File: config.mk
export PLATFORM = sky130hd
export DESIGN_NAME = noc_packetizer
export DESIGN_NICKNAME = d
export VERILOG_FILES = /design/src/rtl/noc_packetizer.sv
export SDC_FILE = /design/constraint.sdc
export NUM_CORES = 1
export LEC_CHECK = 0
export ABC_AREA = 1
export CORE_MARGIN = 4
export CORE_UTILIZATION = 45
export DETAILED_ROUTE_END_ITERATION = 16
export PLACE_DENSITY = 0.85
export SLEW_MARGIN = 10
export SYNTH_ARGS = -nofsm -noshare
export SYNTH_HDL_FRONTEND = slang
export SYNTH_SLANG_ARGS = --single-unit
File: constraint.sdc
create_clock -name clk -period 1.5 [get_ports clk]
set_clock_uncertainty 0.1 [all_clocks]
set_input_delay 0.3 -clock clk [delete_from_list [all_inputs] [get_ports clk]]
set_output_delay 0.3 -clock clk [all_outputs]
set_load 0.01 [all_outputs]
File: src/rtl/noc_packetizer.sv
// NoC network-interface TX stage: turns a (dest, len) command plus a payload
// word stream into head/body/tail flits through a single registered output slot.
module noc_packetizer #(
    parameter int DATA_WIDTH = 32,
    parameter int ID_WIDTH   = 4,
    parameter int NODE_ID    = 0,
    parameter int NUM_NODES  = 9,
    parameter int LEN_WIDTH  = 5
) (
    input  logic                  clk,
    input  logic                  rst,
    input  logic [ID_WIDTH-1:0]   cmd_dest,
    input  logic [LEN_WIDTH-1:0]  cmd_len,
    input  logic                  cmd_valid,
    output logic                  cmd_ready,
    input  logic [DATA_WIDTH-3:0] pld_data,
    input  logic                  pld_valid,
    output logic                  pld_ready,
    output logic [DATA_WIDTH-1:0] flit_data,
    output logic                  flit_valid,
    input  logic                  flit_ready,
    output logic                  busy,
    output logic                  err_cmd,
    output logic [15:0]           pkt_count
);

    typedef enum logic {IDLE, PAYLOAD} state_t;

    localparam logic [1:0] TYPE_HEAD = 2'b01;
    localparam logic [1:0] TYPE_BODY = 2'b10;
    localparam logic [1:0] TYPE_TAIL = 2'b11;
    localparam int HEAD_PAD = DATA_WIDTH - 2 - 2 * ID_WIDTH;
    localparam logic [ID_WIDTH:0]   NUM_NODES_W = (ID_WIDTH + 1)'(NUM_NODES);
    localparam logic [ID_WIDTH-1:0] NODE_ID_W   = ID_WIDTH'(NODE_ID);

    state_t                state_reg, state_next;
    logic [LEN_WIDTH-1:0]  rem_reg, rem_next;
    logic [DATA_WIDTH-1:0] flit_data_reg, flit_data_next;
    logic                  flit_valid_reg, flit_valid_next;
    logic                  err_cmd_reg, err_cmd_next;
    logic [15:0]           pkt_count_reg;

    logic                  slot_free;
    logic                  cmd_legal;
    logic                  tail_xfer;
    logic [DATA_WIDTH-1:0] head_flit;

    assign slot_free = !flit_valid_reg || flit_ready;
    assign cmd_legal = (cmd_len != '0) && ({1'b0, cmd_dest} < NUM_NODES_W);
    assign head_flit = {TYPE_HEAD, {HEAD_PAD{1'b0}}, NODE_ID_W, cmd_dest};
    assign tail_xfer = flit_valid_reg && flit_ready
                       && (flit_data_reg[DATA_WIDTH-1:DATA_WIDTH-2] == TYPE_TAIL);

    always_comb begin
        state_next      = state_reg;
        rem_next        = rem_reg;
        flit_data_next  = flit_data_reg;
        // A flit that transfers without a replacement leaves the slot empty.
        flit_valid_next = flit_valid_reg && !flit_ready;
        err_cmd_next    = 1'b0;
        cmd_ready       = 1'b0;
        pld_ready       = 1'b0;
        case (state_reg)
            IDLE: begin
                cmd_ready = slot_free;
                if (cmd_valid && slot_free) begin
                    if (cmd_legal) begin
                        flit_data_next  = head_flit;
                        flit_valid_next = 1'b1;
                        rem_next        = cmd_len;
                        state_next      = PAYLOAD;
                    end else begin
                        err_cmd_next = 1'b1;
                    end
                end
            end
            PAYLOAD: begin
                pld_ready = slot_free;
                if (pld_valid && slot_free) begin
                    flit_valid_next = 1'b1;
                    rem_next        = rem_reg - 1'b1;
                    if (rem_reg == LEN_WIDTH'(1)) begin
                        flit_data_next = {TYPE_TAIL, pld_data};
                        state_next     = IDLE;
                    end else begin
                        flit_data_next = {TYPE_BODY, pld_data};
                    end
                end
            end
            default: state_next = IDLE;
        endcase
    end

    always_ff @(posedge clk) begin
        if (!rst) begin
            state_reg      <= IDLE;
            rem_reg        <= '0;
            flit_data_reg  <= '0;
            flit_valid_reg <= 1'b0;
            err_cmd_reg    <= 1'b0;
            pkt_count_reg  <= '0;
        end else begin
            state_reg      <= state_next;
            rem_reg        <= rem_next;
            flit_data_reg  <= flit_data_next;
            flit_valid_reg <= flit_valid_next;
            err_cmd_reg    <= err_cmd_next;
            if (tail_xfer) begin
                pkt_count_reg <= pkt_count_reg + 16'd1;
            end
        end
    end

    assign flit_data  = flit_data_reg;
    assign flit_valid = flit_valid_reg;
    assign err_cmd    = err_cmd_reg;
    assign pkt_count  = pkt_count_reg;
    assign busy       = (state_reg != IDLE) || flit_valid_reg;

endmodule

==> metrics.cfg, run 1 <==
[status]
status=complete, no violations

[cells_and_area]
nets=539
multi_input_area_um2=1440
insertedDiodeCount=0
fillers=526
syn_to_final_growth_pct=45.0
drive_above_1_share_pct=21.1
seqCellArea_um2=1130
largest_register_ffs=32

[run]
max_cap_violations=0

[power]
p_sw_share_pct=28.3
cellPowerDensity_nw_per_um2=756
p_seq_share_pct=51.3
power_frac_clock_pct=26.7
net-switching-power_uw=876
intPower_uw=2220
total_power_uw=3090
worst_ir_drop_vdd_uv=460
combPwrFrac_pct=22.1
power.leakage_uw=0.00184

[synth]
postSynthAreaPerCell_um2=7.44
synth.yosys.seq_area_share_pct=39.7
yosysMostFrequentCell=nand2_1
netlist_area_um2=2820
async_flop_share_pct=0
synthCells=379
synth_edf_count=0
netlist_top_cells_count=nand2_1, dfxtp_1, nor2_1
yosysTopAreaCell=dfxtp_1
ys_top_cells_by_area=dfxtp_1, nand2_1, nand3_2
synthDistinctLibCells=25
ys.flop_type=dfxtp_1
synth_nets=426
ys_ff_latch=56
yosysTopAreaCellShare_pct=39.7
synth_warnings=0

[worst_setup_path]
cp_data_required_time_ns=1.10
crit_type=flop to output port
critPathArrivalTime_ns=1.04
endpoint_kind=output port
ff2ff_setup_slack_ns=0.08
r2r_start=state_reg
ff2ff_path_depth=9
startpoint_type=flop
crit_path_max_incr_delay_ns=0.35
rr_endpoint=rem_reg[4]
worst_path_max_delay_cell=dfxtp_2
cp_max_fo=3
cp_cell_sequence=buf_6 -> dlygate4sd2_1

[routing]
drt_iter0_drc=112
drc=0
drtPass1Iterations=4
routedWlPerCell_um=13.2
viasPerCell=4.98
final_antenna_net_count=0
totalWireLength_mm=7.47
vias=2831

[placement]
gp_congestion=0.789
io_buffers=96
dpl.hpwl_mm=5.60

[floorplanning]
fp.dieW_um=87.2
start_util_pct=47.1
coreArea_um2=5990
placementRows=28
die-area_um2=7600
num_io_pins=97
die_h_um=87.2

[global_routing]
grt-ovfl-total=0
antenna_found_initial=0
groute.usage.overall_pct=19.8
grt_first_pass_wirelength_mm=12.2
grt_max_degree=32
grt_pass1_vias=2762

[sta]
post-route-period-util_pct=96.1
slew_violations=0
setup_violations=0
fin_crit_ns=1.44
rsz0062_at_grt=yes
fin_tns_setup_ns=0
relSlewSlack_pct=82.9
hold_viol_final=0
fmax_mhz=693
max_slew.worst_pin.slew_ns=0.255

[clock_network]
clockBufferDepth=2
ctsHoldBuffers=0
clk_pin_slew_ns=0.09
clk_latency_ns=0.30
cts-htree-levels=2
root_buffer=clkbuf_8
cts_made_buffers=5
clock-sinks=56
cts_tree=done
cts_setup_buffers=0

[worst_hold_path]
holdCritPathClass=flop to flop
hold_start=flit_data[17]
min_path_cells=2
whs_endpoint=flit_data[17]

-- layout make-up --
type | instances | share of cell area (%)
Tap cell | 75 | 2.29
Clock buffer | 6 | 1.77
Sequential cell | 56 | 27.7
Multi-Input combinational cell | 265 | 35.1
Inverter | 38 | 3.49
Clock inverter | 2 | 0.398
Timing Repair Buffer | 126 | 29.2
-- metrics by stage --
stage,hold WS [ns],instances,area [um2],util [%],setup slack [ns]
final,0.375,568,4090,68.3,0.0580
after global routing,0.397,568,4090,68.3,-0.0318
after CTS,0.379,568,4030,67.3,0.0159
after detailed placement,0.366,560,4010,66.9,-0.592
after global placement,0.358,560,4010,66.9,-0.581
after floorplan,0.348,379,2820,-,0.148
-- power groups by stage --
stage	logic (uW)	clock network (uW)	registers (uW)
floorplan	360	0	1640
global placement	683	0	1620
detailed placement	699	0	1620
CTS	665	852	1590
global route	757	919	1590
finish	682	824	1590
-- worst max-delay path by stage --
| stage | from | end | slack [ns] | depth (start not counted) |
|---|---|---|---|---|
| global placement | flit_ready | pld_ready | -0.58 | 6 |
| CTS | state_reg | rem_reg[4] | 0.02 | 9 |
| detailed placement | flit_ready | pld_ready | -0.59 | 6 |
| global route | flit_valid | rem_reg[4] | -0.03 | 10 |
| finish | flit_valid | flit_valid | 0.06 | 2 |
| floorplan | pkt_count[1] | pkt_count[14] | 0.15 | 8 |
-- worst max-delay path, delay by kind of cell (launching register included) --
family   cells  cell delay (ns)
buf+inv      2             0.40
flops        1             0.35
-- per-layer routing --
layer	share of wire [%]	track usage, %	vias up
li1	-	-	1440
met1	43	23.7	1310
met2	50	34.9	73
met3	6.6	4.45	8
met4	1.1	6.28	0
met5	0	0	-
-- cells in the final DEF (no fill, tap or decap), drive strengths merged --
master	instances
xor2	1
or2	1
nand4	4
inv	36
nand3	51
dfxtp	56
buf	33
dlygate4sd2	51
nor3	2
nor2	50
nand2	94
clkdlybuf4s50	42
o21ai	12
a21oi	47
ha	3
clkbuf	6
clkinvlp	1
clkinv	3
-- logic make-up after synthesis --
| group | Yosys count | synth area share, % |
|---|---|---|
| flops | 56 | 39.7 |
| simple gates | 202 | 35.1 |
| xor+xnor | 1 | 0.310 |
| compound gates | 59 | 13.0 |
| fa+ha+maj | 3 | 1.33 |
| buf+inv | 58 | 10.6 |
-- timing repair --
item,in CTS,in global routing
pin swaps,2,1
endpoints found under the setup margin,85,35
gates resized for setup,70,17
(Power assumes the default switching activity.)
==> inputs of run 2 (changes only) <==
--- a/config.mk
+++ b/config.mk
@@ -6,10 +6,10 @@
 export NUM_CORES = 1
 export LEC_CHECK = 0
 export ABC_AREA = 1
-export CORE_MARGIN = 4
+export CORE_MARGIN = 10
 export CORE_UTILIZATION = 45
 export DETAILED_ROUTE_END_ITERATION = 16
-export PLACE_DENSITY = 0.85
+export PLACE_DENSITY_LB_ADDON = 0.1
 export SLEW_MARGIN = 10
 export SYNTH_ARGS = -nofsm -noshare
 export SYNTH_HDL_FRONTEND = slang
==> metrics.cfg, run 2 (synthesis gave the netlist of run 1 again) <==
[status]
status=complete, no violations

[worst_setup_path]
cp_cell_sequence=buf_4 -> dlygate4sd2_1
cp_max_fo=3
cp_data_required_time_ns=1.10
endpoint_kind=output port
critPathBufInv=2
critPathArrivalTime_ns=1.06
worst_path_max_delay_cell=dfxtp_2
startpoint_type=flop
crit_type=flop to output port
crit_family=buffers and inverters
crit_path_max_incr_delay_ns=0.35

[sta]
fmax_mhz=684
slew_violations=0
max_slew.worst_pin.slew_ns=0.300
fin_tns_setup_ns=0
setup_violations=0
relSlewSlack_pct=79.9
rsz0062_at_grt=yes
hold_viol_final=0
whs_ns=0.373
post-route-period-util_pct=97.5
fin_crit_ns=1.46

[placement]
io_buffers=96
gp_congestion=0.871
dpl.hpwl_mm=6.03

[clock_network]
clk_latency_ns=0.31
root_buffer=clkbuf_8
ctsHoldBuffers=0
cts-htree-levels=2
clk_pin_slew_ns=0.10
clockBufferDepth=2
clock-sinks=56
cts_made_buffers=5
cts_tree=done

[routing]
routedWlPerCell_um=13.7
drt_iter0_drc=97
drc=0
vias=2752
totalWireLength_mm=7.84
final_antenna_net_count=0
drtPass1Iterations=4
viasPerCell=4.82

[cells_and_area]
drive_above_1_share_pct=21.6
largest_register_ffs=32
final_cell_mix=nand2_1, dlygate4sd2_1, dfxtp_1
insertedDiodeCount=0
nets=542
final_common_cell=nand2_1
syn_to_final_growth_pct=44.8

[floorplanning]
placementRows=28
die-area_um2=9840
fp.dieW_um=99.2
coreArea_um2=5990
num_io_pins=97
start_util_pct=47.1
die_h_um=99.2

[power]
p_sw_share_pct=26.5
net-switching-power_uw=876
power_frac_clock_pct=31.5
p_seq_share_pct=48.0
power.leakage_uw=0.00186
combPwrFrac_pct=20.5
worst_ir_drop_vdd_uv=490
cellPowerDensity_nw_per_um2=809
intPower_uw=2430

[global_routing]
grt-ovfl-total=0
grt_first_pass_wirelength_mm=12.3
grt_pass1_vias=2547
antenna_found_initial=0
grt_max_degree=28
groute.usage.overall_pct=14.8

[worst_hold_path]
holdCritPathClass=flop to flop

[run]
max_cap_violations=0

-- run 2: area by class of cell --
class	count	area [um2]
inverter	38	144
clock inverter	2	38.8
multi-input combinational	265	1420
clock buffer	6	82.6
sequential	56	1130
timing repair buffer	129	1170
fill	541	1910
tap	75	93.8
-- run 2: per-layer routing --
metal / share of wire (%) / GRT usage, % / up-vias
met2: 48 / 25.5 / 63
met3: 6.7 / 5.19 / 5
li1: - / - / 1444
met5: 0 / 0 / -
met4: 0.65 / 2.65 / 0
met1: 44 / 17.4 / 1240
-- run 2: tightest hold or removal path, stage by stage (launching register included) --
cell     delay [ns]
dfxtp_1        0.33
nand3_2        0.07
a21oi_2        0.04
-- run 2: final timing paths --
| check | startpoint | to | slack (ns) | cells past startpoint |
|---|---|---|---|---|
| min reg2reg | flit_data[10] | flit_data[10] | 0.37 | 2 |
| max | flit_valid | flit_valid | 0.04 | 2 |
| min | flit_data[10] | flit_data[10] | 0.37 | 2 |
| max reg2reg | flit_valid | rem_reg[2] | 0.07 | 8 |
-- run 2: through the flow --
step / area, um2 / std cells / setup slack, ns / power [uW] / utilization [%]
floorplan: 2820 / 379 / 0.148 / 2000 / -
global placement: 3990 / 562 / -0.517 / 2310 / 66.5
detailed placement: 3990 / 562 / -0.511 / 2320 / 66.5
CTS: 4050 / 570 / -0.00936 / 3340 / 67.6
global route: 4090 / 571 / -0.0241 / 3460 / 68.2
finish: 4090 / 571 / 0.0371 / 3310 / 68.2
-- run 2: power groups by stage --
stage | logic (uW) | clock network (uW) | registers (uW)
floorplan | 360 | 0 | 1640
global placement | 692 | 0 | 1620
detailed placement | 701 | 0 | 1620
CTS | 673 | 1080 | 1590
global route | 751 | 1120 | 1600
finish | 677 | 1040 | 1590
-- run 2: timing repair --
| action | 4_1_cts | 5_1_grt |
|---|---|---|
| pin swaps | 0 | 1 |
| resized for setup | 68 | 13 |
| setup buffers | 0 | 1 |
| cloned | 0 | 0 |
| endpoints found under the setup margin | 92 | 39 |
